File: config.mk
export PLATFORM = sky130hd
export DESIGN_NAME = auto_machine_v2
export DESIGN_NICKNAME = d
export VERILOG_FILES = /design/src/rtl/auto_machine_pkg.sv /design/src/rtl/auto_machine_v2_wash_timer.sv /design/src/rtl/auto_machine_v2.sv
export SDC_FILE = /design/constraint.sdc
export NUM_CORES = 1
export LEC_CHECK = 0
export CORE_AREA = 2 2 80 82
export CTS_BUF_LIST = sky130_fd_sc_hd__clkbuf_4
export DETAILED_ROUTE_END_ITERATION = 16
export DIE_AREA = 0 0 82 84
export PLACE_DENSITY = 0.85
export SETUP_SLACK_MARGIN = 0.15
export SLEW_MARGIN = 20
export SYNTH_ARGS = -nofsm -noshare
export SYNTH_HDL_FRONTEND = slang
export SYNTH_SLANG_ARGS = --single-unit
File: constraint.sdc
create_clock -name clk -period 7.3 [get_ports clk]
set_input_delay 1.46 -clock clk [delete_from_list [all_inputs] [get_ports clk]]
set_output_delay 1.46 -clock clk [all_outputs]
set_load 0.1 [all_outputs]
File: src/rtl/auto_machine_pkg.sv
// -----------------------------------------------------------------------------
// auto_machine_pkg
// Shared types and helpers for the auto_machine_v2 washing-machine sequencer.
//   state_e     : 4-bit state encoding, also exported on state_o for debug
//   mode_e      : wash mode selected on the panel (3 behaves as normal)
//   ERR_*       : fault codes reported on err_code
//   timer_load  : phase-timer load value (N-1) for a timed state
//   is_locked / is_timed / is_pausable : state classification helpers
// Prewash encodings exist in every build. Without AUTO_MACHINE_PREWASH_EN the
// FSM never enters them.
// -----------------------------------------------------------------------------
package auto_machine_pkg;

    typedef enum logic [3:0] {
        ST_IDLE       = 4'd0,
        ST_LOCK       = 4'd1,
        ST_FILL       = 4'd2,
        ST_SOAP       = 4'd3,
        ST_WASH       = 4'd4,
        ST_DRAIN      = 4'd5,
        ST_RINSE_FILL = 4'd6,
        ST_RINSE      = 4'd7,
        ST_SPIN       = 4'd8,
        ST_DONE       = 4'd9,
        ST_PAUSED     = 4'd10,
        ST_ERROR      = 4'd11,
        ST_PRE_FILL   = 4'd12,
        ST_PRE_WASH   = 4'd13,
        ST_PRE_DRAIN  = 4'd14
    } state_e;

    typedef enum logic [1:0] {
        MODE_QUICK      = 2'd0,
        MODE_NORMAL     = 2'd1,
        MODE_HEAVY      = 2'd2,
        MODE_NORMAL_ALT = 2'd3
    } mode_e;

    localparam logic [1:0] ERR_NONE  = 2'd0;
    localparam logic [1:0] ERR_FILL  = 2'd1;
    localparam logic [1:0] ERR_DRAIN = 2'd2;
    localparam logic [1:0] ERR_DOOR  = 2'd3;

    // A timed phase lasting N cycles loads N-1 and leaves when the count is 0.
    function automatic int timer_load(state_e st, mode_e m, int wash, int rinse,
                                      int spin, int prewash);
        int n;
        case (st)
            ST_WASH: begin
                case (m)
                    MODE_QUICK: n = wash >> 1;
                    MODE_HEAVY: n = wash << 1;
                    default:    n = wash;
                endcase
            end
            ST_RINSE:    n = rinse;
            ST_SPIN:     n = spin;
            ST_PRE_WASH: n = prewash;
            default:     n = 1;
        endcase
        return n - 1;
    endfunction

    function automatic logic is_locked(state_e st);
        return st inside {ST_LOCK, ST_FILL, ST_SOAP, ST_WASH, ST_DRAIN,
                          ST_RINSE_FILL, ST_RINSE, ST_SPIN, ST_PAUSED,
                          ST_PRE_FILL, ST_PRE_WASH, ST_PRE_DRAIN};
    endfunction

    function automatic logic is_timed(state_e st);
        return st inside {ST_WASH, ST_RINSE, ST_SPIN, ST_PRE_WASH};
    endfunction

    function automatic logic is_pausable(state_e st);
        return st inside {ST_WASH, ST_RINSE, ST_SPIN};
    endfunction

endpackage

File: src/rtl/auto_machine_v2_wash_timer.sv
// -----------------------------------------------------------------------------
// wash_timer
// Loadable down-counter for the timed wash phases.
//   clk, reset_n : clock, asynchronous active-low reset
//   load_i       : load load_val_i (takes priority over counting)
//   load_val_i   : value loaded, N-1 for an N-cycle phase
//   freeze_i     : hold the current count (pause, untimed states, phase exit)
//   zero_o       : count has reached 0
// The counter stops at 0 and never wraps.
// -----------------------------------------------------------------------------
module wash_timer #(
    parameter int W = 16
) (
    input  logic         clk,
    input  logic         reset_n,
    input  logic         load_i,
    input  logic [W-1:0] load_val_i,
    input  logic         freeze_i,
    output logic         zero_o
);

    logic [W-1:0] count_q, count_d;

    // NOTE: every combinational output gets a default before any branch so no latch is inferred.
    always_comb begin
        count_d = count_q;
        if (load_i) begin
            count_d = load_val_i;
        end else if (!freeze_i && count_q != '0) begin
            count_d = count_q - 1'b1;
        end
    end

    // NOTE: state registers use non-blocking assignments so all flops update together at the edge.
    always_ff @(posedge clk or negedge reset_n) begin
        if (!reset_n) begin
            count_q <= '0;
        end else begin
            count_q <= count_d;
        end
    end

    assign zero_o = (count_q == '0);

endmodule

File: src/rtl/auto_machine_v2.sv
// -----------------------------------------------------------------------------
// auto_machine_v2
// Washing-machine sequencer for one drum: lock, fill, soap, timed wash,
// drain, N rinse passes, spin, done. Includes pause/resume of timed phases,
// fill/drain watchdogs and a door-interlock fault.
// Optional feature: define AUTO_MACHINE_PREWASH_EN to add the prewash input
// and the PRE_FILL -> PRE_WASH -> PRE_DRAIN phases between LOCK and FILL.
// Ports:
//   clk, reset_n                   clock, asynchronous active-low reset
//   door_close, start, pause       panel/sensor levels
//   err_clr                        fault acknowledge
//   mode[1:0]                      0 quick, 1 normal, 2 heavy, 3 normal
//   rinse_req[RW-1:0]              requested rinse passes, clamped to MAX_RINSE
//   filled, detergent_added, drained  process sensors
//   prewash                        (AUTO_MACHINE_PREWASH_EN only) run prewash
//   door_lock, motor_on, fill_valve_on, drain_valve_on  actuators
//   soap_wash, water_wash, done, error                  phase indicators
//   err_code[1:0]                  0 none, 1 fill timeout, 2 drain timeout, 3 door
//   state_o[3:0]                   current state (debug)
// All outputs are decoded from the registered state only.
// -----------------------------------------------------------------------------
module auto_machine_v2
    import auto_machine_pkg::*;
#(
    parameter int TIMER_W        = 16,
    parameter int WASH_CYCLES    = 600,
    parameter int RINSE_CYCLES   = 300,
    parameter int SPIN_CYCLES    = 200,
    parameter int PREWASH_CYCLES = 200,
    parameter int FILL_TIMEOUT   = 1000,
    parameter int DRAIN_TIMEOUT  = 1000,
    parameter int MAX_RINSE      = 3
) (
    input  logic                             clk,
    input  logic                             reset_n,
    input  logic                             door_close,
    input  logic                             start,
    input  logic                             pause,
    input  logic                             err_clr,
    input  logic [1:0]                       mode,
    input  logic [$clog2(MAX_RINSE+1)-1:0]   rinse_req,
    input  logic                             filled,
    input  logic                             detergent_added,
    input  logic                             drained,
`ifdef AUTO_MACHINE_PREWASH_EN
    input  logic                             prewash,
`endif
    output logic                             door_lock,
    output logic                             motor_on,
    output logic                             fill_valve_on,
    output logic                             drain_valve_on,
    output logic                             soap_wash,
    output logic                             water_wash,
    output logic                             done,
    output logic                             error,
    output logic [1:0]                       err_code,
    output logic [3:0]                       state_o
);

    localparam int RW = $clog2(MAX_RINSE + 1);
    localparam logic [TIMER_W-1:0] FILL_LAST  = TIMER_W'(FILL_TIMEOUT - 1);
    localparam logic [TIMER_W-1:0] DRAIN_LAST = TIMER_W'(DRAIN_TIMEOUT - 1);

    state_e             state_q, state_d;
    state_e             saved_q, saved_d;
    mode_e              mode_q, mode_d;
    logic [RW-1:0]      rinse_left_q, rinse_left_d;
    logic [1:0]         err_code_q, err_code_d;
    logic [TIMER_W-1:0] wd_q, wd_d;
`ifdef AUTO_MACHINE_PREWASH_EN
    logic               prewash_q, prewash_d;
`endif

    logic               wd_active, wd_sensor, wd_expired;
    logic [TIMER_W-1:0] wd_last;
    logic [1:0]         wd_code;

    logic               tmr_load, tmr_freeze, tmr_zero;
    logic [TIMER_W-1:0] tmr_load_val;

    // ---------------------------------------------------------------- watchdog
    // Counts cycles spent waiting for a level sensor; expiry is only declared
    // when the sensor is still absent, so a sensor arriving on the last
    // allowed cycle wins.
    always_comb begin
        wd_active = 1'b0;
        wd_sensor = 1'b0;
        wd_last   = FILL_LAST;
        wd_code   = ERR_FILL;
        case (state_q)
            ST_FILL, ST_RINSE_FILL, ST_PRE_FILL: begin
                wd_active = 1'b1;
                wd_sensor = filled;
            end
            ST_DRAIN, ST_PRE_DRAIN: begin
                wd_active = 1'b1;
                wd_sensor = drained;
                wd_last   = DRAIN_LAST;
                wd_code   = ERR_DRAIN;
            end
            default: ;
        endcase
        wd_expired = wd_active && !wd_sensor && (wd_q == wd_last);
    end

    // -------------------------------------------------------------- next state
    always_comb begin
        state_d      = state_q;
        saved_d      = saved_q;
        mode_d       = mode_q;
        rinse_left_d = rinse_left_q;
        err_code_d   = err_code_q;
`ifdef AUTO_MACHINE_PREWASH_EN
        prewash_d    = prewash_q;
`endif
        // Fault and pause checks ahead of the per-state transitions give the
        // priority door fault > watchdog > pause > normal progress.
        if (is_locked(state_q) && !door_close) begin
            state_d    = ST_ERROR;
            err_code_d = ERR_DOOR;
        end else if (wd_expired) begin
            state_d    = ST_ERROR;
            err_code_d = wd_code;
        end else if (is_pausable(state_q) && pause) begin
            saved_d = state_q;
            state_d = ST_PAUSED;
        end else begin
            case (state_q)
                ST_IDLE: begin
                    if (start && door_close) begin
                        state_d      = ST_LOCK;
                        mode_d       = mode_e'(mode);
                        rinse_left_d = (rinse_req > RW'(MAX_RINSE)) ? RW'(MAX_RINSE) : rinse_req;
`ifdef AUTO_MACHINE_PREWASH_EN
                        prewash_d    = prewash;
`endif
                    end
                end
`ifdef AUTO_MACHINE_PREWASH_EN
                ST_LOCK:       state_d = prewash_q ? ST_PRE_FILL : ST_FILL;
                ST_PRE_FILL:   if (filled)   state_d = ST_PRE_WASH;
                ST_PRE_WASH:   if (tmr_zero) state_d = ST_PRE_DRAIN;
                ST_PRE_DRAIN:  if (drained)  state_d = ST_FILL;
`else
                ST_LOCK:       state_d = ST_FILL;
`endif
                ST_FILL:       if (filled)          state_d = ST_SOAP;
                ST_SOAP:       if (detergent_added) state_d = ST_WASH;
                ST_WASH:       if (tmr_zero)        state_d = ST_DRAIN;
                ST_DRAIN: begin
                    if (drained) begin
                        state_d = (rinse_left_q != '0) ? ST_RINSE_FILL : ST_SPIN;
                    end
                end
                ST_RINSE_FILL: if (filled) state_d = ST_RINSE;
                ST_RINSE: begin
                    if (tmr_zero) begin
                        state_d      = ST_DRAIN;
                        rinse_left_d = rinse_left_q - 1'b1;
                    end
                end
                ST_SPIN:       if (tmr_zero)    state_d = ST_DONE;
                ST_DONE:       if (!door_close) state_d = ST_IDLE;
                ST_PAUSED:     if (!pause)      state_d = saved_q;
                ST_ERROR: begin
                    if (err_clr) begin
                        state_d    = ST_IDLE;
                        err_code_d = ERR_NONE;
                    end
                end
                // Reserved encodings recover to IDLE.
                default:       state_d = ST_IDLE;
            endcase
        end
    end

    // ------------------------------------------------------------ phase timer
    // Load only on a fresh entry into a timed state; returning from PAUSED
    // keeps the remaining count. The count moves only while the FSM stays in
    // a timed state, so the cycle that enters PAUSED does not consume a tick.
    always_comb begin
        tmr_load     = (state_d != state_q) && is_timed(state_d) && (state_q != ST_PAUSED);
        tmr_freeze   = !(is_timed(state_q) && (state_d == state_q));
        tmr_load_val = TIMER_W'(timer_load(state_d, mode_q, WASH_CYCLES, RINSE_CYCLES,
                                           SPIN_CYCLES, PREWASH_CYCLES));
    end

    wash_timer #(
        .W (TIMER_W)
    ) u_timer (
        .clk        (clk),
        .reset_n    (reset_n),
        .load_i     (tmr_load),
        .load_val_i (tmr_load_val),
        .freeze_i   (tmr_freeze),
        .zero_o     (tmr_zero)
    );

    // Watchdog restarts on every state change and outside watched states.
    assign wd_d = (!wd_active || (state_d != state_q)) ? '0 : wd_q + 1'b1;

    // --------------------------------------------------------------- registers
    always_ff @(posedge clk or negedge reset_n) begin
        if (!reset_n) begin
            state_q      <= ST_IDLE;
            saved_q      <= ST_IDLE;
            mode_q       <= MODE_NORMAL;
            rinse_left_q <= '0;
            err_code_q   <= ERR_NONE;
            wd_q         <= '0;
        end else begin
            state_q      <= state_d;
            saved_q      <= saved_d;
            mode_q       <= mode_d;
            rinse_left_q <= rinse_left_d;
            err_code_q   <= err_code_d;
            wd_q         <= wd_d;
        end
    end

`ifdef AUTO_MACHINE_PREWASH_EN
    always_ff @(posedge clk or negedge reset_n) begin
        if (!reset_n) begin
            prewash_q <= 1'b0;
        end else begin
            prewash_q <= prewash_d;
        end
    end
`endif

    // ------------------------------------------------------------ Moore outputs
    always_comb begin
        door_lock      = is_locked(state_q);
        motor_on       = 1'b0;
        fill_valve_on  = 1'b0;
        drain_valve_on = 1'b0;
        soap_wash      = 1'b0;
        water_wash     = 1'b0;
        done           = 1'b0;
        error          = 1'b0;
        case (state_q)
            ST_FILL, ST_RINSE_FILL, ST_PRE_FILL: fill_valve_on = 1'b1;
            ST_DRAIN, ST_PRE_DRAIN:              drain_valve_on = 1'b1;
            ST_WASH: begin
                motor_on  = 1'b1;
                soap_wash = 1'b1;
            end
            ST_RINSE, ST_PRE_WASH: begin
                motor_on   = 1'b1;
                water_wash = 1'b1;
            end
            ST_SPIN: begin
                motor_on       = 1'b1;
                drain_valve_on = 1'b1;
            end
            ST_DONE: done = 1'b1;
            ST_ERROR: begin
                error          = 1'b1;
                drain_valve_on = 1'b1;
            end
            default: ;
        endcase
    end

    assign err_code = err_code_q;
    assign state_o  = state_q;

endmodule
==> flow_metrics.tcl, run 1 <==
set metrics [dict create \
    switching_share_pct 55.0 \
    worstReg2RegEnd "wd_q[4]$_DFF_PN0_" \
    globalRouteTotalUtil_pct 23.3 \
    drtIter0Drc 159 \
    hp-class "register to register" \
    cts_tree "done" \
    min_from "wd_q[0]$_DFF_PN0_" \
    holdPathStages 1 \
    total_power_mw 1.71 \
    clock-root-buffer "clkbuf_4" \
    status "finished clean" \
    avgViaCountPerCell 6.36 \
    post-cts-setup-buffers 0 \
    slowest_delay_ns 1.20 \
    port_buffers 26 \
    post_synth.cell_area_avg_sq_um 8.71 \
    dieArea_sq_um 6890 \
    cts_resized 0 \
    htree_levels 2 \
    most-common-layout-cells "dfrtp_1 (45), nor2_1 (42), nand2_1 (32)" \
    die_w_um 82 \
    pwr-share-clk_pct 9.5 \
    fin_nets 400 \
    ff2ff_setup_slack_ns 3.04 \
    pwr-share-seq_pct 26.0 \
    drc 0 \
    postSynth.asyncResetShare_pct 100 \
    route.antenna.remaining_nets 0 \
    path_cells "nor2b_1 > nand3_1 > o21ai_0 > clkdlybuf4s50_1" \
    cp_max_fo 22 \
    fin_skew_ns 0.0134 \
    crit_path_start_kind "register" \
    min_to "wd_q[0]$_DFF_PN0_" \
    cp.required_ns 5.84 \
    antenna_found_initial 0 \
    utilization_pct 58.3 \
    synth.distinct_cells 70 \
    clockBufferDepth 2 \
    yosys_warnings 0 \
    cts_made_buffers 5 \
    worstPathArrival_ns 3.35 \
    final_hold_viol_count 0 \
    place_ws_ns 2.22 \
    area_delta_synth_final_pct 10.5 \
    crit_path_end_kind "primary output" \
    num_vias 2932 \
    hold_buffers 0 \
    dp_hpwl_um 5650 \
    ir_worst_vdd_v 0.000331 \
    synth_edf_count 0 \
    num_io_pins 27 \
    wl_per_cell_um 16.9 \
    grt_max_degree 47 \
    path_buf_inv 1 \
    cp_slowest_cell "clkdlybuf4s50_1" \
    final_common_cell "dfrtp_1" \
    reg2regPathDepth 8 \
    fmaxAchievable_mhz 208 \
    p_leak_nw 1.42 \
    setup_viol 0 \
    crit_type "register to primary output" \
    finalCriticalPeriod_ns 4.81 \
    crit_family "buffers and inverters" \
    fin_crit_sh_pct 66.0 \
    totalWireLength_um 7790 \
    p_switching_uw 941 \
    rsz0062_at_grt "no" \
    syn_inst 369 \
    tightestPinTransition_ns 1.02 \
    relSlewSlack_pct 31.4 \
    diodes 0 \
    drive_gt1_share_pct 7.81 \
    overflow 0 \
    first_pass_iters 4 \
    maxCapViolCount 0 \
    grt_pass1_vias 2846 \
    clk_pin_slew_ns 0.14 \
    synth_area_sq_um 3210 \
    synthFlopType "dfrtp_1" \
    ys_ff_latch 46 \
    synth-seq-area-share_pct 35.9 \
    syn_nets 386 \
    cts_sinks 46 \
    grt_pass1_wl_um 12800 \
    design.core.area_sq_um 6100 \
    rows 29 \
    clock_latency_ns 0.37 \
    p_comb_share_pct 64.5 \
    p_int_uw 771 \
    timing.rr.start "state_o[1]$_DFF_PN0_" \
    fin_tns_setup_ns 0 \
    die_height_um 84 \
    place.gp.congestion 0.921 \
    power_density_nw_per_um2 482 \
    initial_utilization_pct 52.7 \
    worst_slack_ns 2.49 \
    slew_viol_final 0 \
]
[how the worst max path moves through the flow]
stage | cells past startpoint | endpoint | slack (ns) | from
final | 4 | motor_on | 2.49 | state_o[2]$_DFF_PN0_
after global routing | 4 | motor_on | 2.28 | state_o[2]$_DFF_PN0_
after CTS | 3 | motor_on | 2.49 | state_o[1]$_DFF_PN0_
after detailed placement | 9 | wd_q[8]$_DFF_PN0_ | 2.22 | filled
after global placement | 9 | wd_q[15]$_DFF_PN0_ | 2.47 | drained
after floorplan | 6 | motor_on | 1.69 | state_o[0]$_DFF_PN0_
[registers in the layout (all words and copies together), names as in the netlist]
signal / count
state_o: 4
u_timer.count_q: 16
wd_q: 16
saved_q: 4
err_code: 2
mode_q: 2
rinse_left_q: 2
[cells by family (layout without fill, tap and decap cells)]
logic type / Yosys count / after routing / synth area share (%)
simple gates: 172 / 172 / 29.8
fa+ha+maj: 4 / 4 / 1.56
xor+xnor: 19 / 19 / 5.76
compound gates: 81 / 81 / 18.3
flops: 46 / 46 / 35.9
buf+inv: 36 / 51 / 5.06
mux: 11 / 11 / 3.66
[power groups by stage]
stage	Sequential, mW	Combinational, mW	Clock [mW]
3_3_place_gp	0.442	1.06	0
4_1_cts	0.441	1.10	0.166
5_1_grt	0.457	1.18	0.175
2_1_floorplan	0.460	0.869	0
6_report	0.445	1.10	0.163
3_5_place_dp	0.448	1.09	0
[synth_stat cells (2+ instances only)]
| cell type | number | area (sq um) |
|---|---|---|
| buf_1 | 3 | 11.3 |
| nand3_1 | 16 | 80.1 |
| nand4b_1 | 2 | 17.5 |
| nor4_1 | 9 | 56.3 |
| o211ai_1 | 3 | 22.5 |
| o21ai_0 | 11 | 55.1 |
| xor2_1 | 10 | 87.6 |
| buf_6 | 2 | 22.5 |
| o21a_1 | 2 | 15.0 |
| buf_2 | 10 | 50.1 |
| or4_1 | 4 | 30.0 |
| a21o_1 | 2 | 15.0 |
| nand4bb_1 | 2 | 22.5 |
| nor3_1 | 11 | 55.1 |
| mux2i_1 | 5 | 50.1 |
| a211o_1 | 6 | 52.6 |
| nand4_1 | 4 | 25.0 |
| xnor2_1 | 8 | 70.1 |
| nand2b_1 | 9 | 56.3 |
| or4bb_1 | 2 | 22.5 |
| ha_1 | 4 | 50.1 |
| o221a_1 | 2 | 22.5 |
| nand2_1 | 32 | 120 |
| nor4bb_1 | 2 | 20.0 |
| o2111ai_1 | 2 | 17.5 |
| a21oi_1 | 19 | 95.1 |
| or2_2 | 2 | 12.5 |
| and2_1 | 5 | 31.3 |
| dfrtp_1 | 45 | 1130 |
| a2bb2oi_1 | 3 | 26.3 |
| a211oi_2 | 2 | 25.0 |
| mux2_2 | 6 | 67.6 |
| or3_1 | 5 | 31.3 |
| nand3b_1 | 4 | 30.0 |
| and4_1 | 3 | 26.3 |
| nor3b_1 | 2 | 15.0 |
| and3_1 | 6 | 37.5 |
| clkbuf_1 | 4 | 15.0 |
| a31oi_1 | 4 | 25.0 |
| nor2_1 | 42 | 158 |
| a211oi_1 | 5 | 37.5 |
| inv_1 | 17 | 63.8 |
| nor2b_1 | 3 | 18.8 |
| o32ai_1 | 3 | 26.3 |
[metal layers]
metal	vias up	routed length [um]	track usage (%)
li1	1382	-	-
met1	1399	3310	29.1
met3	30	389	3.46
met2	121	3810	38.3
met5	-	0	0
met4	0	272	11.8
[cell type report]
cell class	instances	area [sq um]
inverter	17	63.8
multi-input combinational	287	1900
clock buffer	7	52.6
tap	77	96.3
clock inverter	1	30.0
fill	547	2540
sequential	46	1150
timing repair buffer	26	258
[stage by stage]
step	std cells	hold WS (ns)	cell area (sq um)
after detailed placement	453	0.454	3470
after CTS	461	0.473	3550
final	461	0.471	3550
after global placement	453	0.447	3470
after floorplan	369	0.433	3210
after global routing	461	0.499	3550
No activity file was read; power rests on OpenSTA's default activity.
==> inputs of run 2 (changes only) <==
Clock period 7.3 ns to 4.5 ns, I/O delays scaled along.
==> run 2 against run 1 <==
  * Cell count is 2.2% higher
  * Highest routed layer unchanged
  * Clock power is 25% higher
  * Clock-buffer cell count is 2 lower
  * Die area stayed put
  * Sequential cell count stayed put
  * Clock skew is 0.0036 ns lower
  * Sequential share of layout area is 0.32 points lower
  * Combinational power is 72% higher
  * Total power is 63% higher
  * Via count is 0.24% higher
  * Core utilization is 0.57 points higher
  * Largest cell class unchanged
==> flow_metrics.tcl, run 2 (same netlist as run 1, synthesis figures left out) <==
set metrics [dict create \
    status "finished clean" \
    ir_worst_vdd_v 0.000634 \
    final_common_cell "dfrtp_1" \
    initial_utilization_pct 52.7 \
    hold_buffers 0 \
    design_area_sq_um 3590 \
    cp_common_cell "a211o_1" \
    clock-root-buffer "clkbuf_4" \
    power_density_nw_per_um2 777 \
    drtIter0Drc 238 \
    worst_slack_ns 0.645 \
    htree_levels 2 \
    fmaxAchievable_mhz 259 \
    cts_sinks 46 \
    crit_type "register to register" \
    slowest_delay_ns 0.77 \
    worst-path-stages 9 \
    cts_made_buffers 5 \
    grt_pass1_vias 2843 \
    path_buf_inv 1 \
    clockBufferDepth 2 \
    area_delta_synth_final_pct 11.6 \
    avgViaCountPerCell 6.24 \
    num_vias 2939 \
    fin_nets 410 \
    wl_per_cell_um 15.9 \
    crit_family "compound AO/OA/AOI/OAI gates" \
    globalRouteTotalUtil_pct 23.4 \
    maxCapViolCount 0 \
    top_regs "u_timer.count_q: 16 flops, wd_q: 16 flops" \
    route.antenna.remaining_nets 0 \
    overflow 0 \
    totalWireLength_um 7470 \
    finalCriticalPeriod_ns 3.86 \
    design.core.area_sq_um 6100 \
    die_height_um 84 \
    clk_pin_slew_ns 0.14 \
    hp-class "register to register" \
    grt_max_degree 47 \
    post-cts-setup-buffers 0 \
    instances_no_fill 471 \
    relSlewSlack_pct 35.3 \
    fillers 522 \
    fin_crit_sh_pct 85.7 \
    path_cells "nor4_1 > a311o_2 > o221a_1 > and3_1 > inv_1 > a31oi_1 > a211o_1 > nor2_1 > a211o_1" \
    cp_slowest_cell "nor4_1" \
    clock_latency_ns 0.38 \
    dp_hpwl_um 5480 \
    port_buffers 26 \
    rsz0062_at_grt "no" \
    register_area_sq_um 1150 \
    reg2regPathDepth 9 \
    cp.required_ns 4.78 \
    most-common-layout-cells "dfrtp_1 (45), nor2_1 (42), nand2_1 (32)" \
    place_area_sq_um 3530 \
    holdPathStages 1 \
    place_ws_ns 0.588 \
    rows 29 \
    setup_viol 0 \
    dp_cells 463 \
    first_pass_iters 5 \
    cts_tree "done" \
    dieArea_sq_um 6890 \
    cp_max_fo 28 \
    crit_path_end_kind "register" \
    die_w_um 82 \
    fin_tns_setup_ns 0 \
    grt_pass1_wl_um 12900 \
    drive_gt1_share_pct 12.4 \
    place.gp.congestion 0.925 \
    whs_ns 0.470 \
    cts_resized 0 \
    fin_skew_ns 0.00983 \
    p_leak_nw 1.47 \
    worstPathArrival_ns 4.14 \
    diodes 0 \
    final_hold_viol_count 0 \
    tightestPinTransition_ns 0.968 \
    drc 0 \
    slew_viol_final 0 \
    num_io_pins 27 \
    crit_path_start_kind "register" \
    antenna_found_initial 0 \
    multi_input_area_sq_um 1900 \
]
==> run 2: path summary, 6_finish.rpt <==
path / start / to / slack [ns]
max: state_o[3]$_DFF_PN0_ / u_timer.count_q[1]$_DFFE_PN0P_ / 0.64
min: wd_q[0]$_DFF_PN0_ / wd_q[0]$_DFF_PN0_ / 0.47
max reg2reg: state_o[3]$_DFF_PN0_ / u_timer.count_q[1]$_DFFE_PN0P_ / 0.64
min reg2reg: wd_q[0]$_DFF_PN0_ / wd_q[0]$_DFF_PN0_ / 0.47
max in group asynchronous: reset_n / saved_q[3]$_DFFE_PN0P_ / 3.59
min in group asynchronous: reset_n / rinse_left_q[1]$_DFFE_PN0P_ / 0.51
==> run 2: routing by layer <==
layer,GRT usage [%],wire length [um]
met1,29.8,3250
met2,38.9,3670
met3,3.57,384
met4,9.55,174
met5,0,0
==> run 2: through the flow <==
stage / util, % / total power [mW]
5_1_grt: 58.8 / 2.98
3_3_place_gp: 57.8 / 2.52
3_5_place_dp: 57.8 / 2.56
4_1_cts: 58.8 / 2.77
6_report: 58.8 / 2.79
2_1_floorplan: - / 2.16
==> run 2: cell type report <==
class | count | share of cell area, %
multi-input cells | 287 | 53.1
flip-flops and latches | 46 | 32.1
repair buffers | 36 | 8.72
well taps | 77 | 2.69
inverters | 17 | 1.78
clock buffers | 5 | 1.05
clock inverters | 3 | 0.593
==> run 2: report_power, final <==
group | switching (mW) | leakage [nW] | internal [mW]
registers | 0.177 | 0.584 | 0.516
clock network | 0.143 | 0.0312 | 0.0609
logic | 1.23 | 0.851 | 0.659
total | 1.55 | 1.47 | 1.24
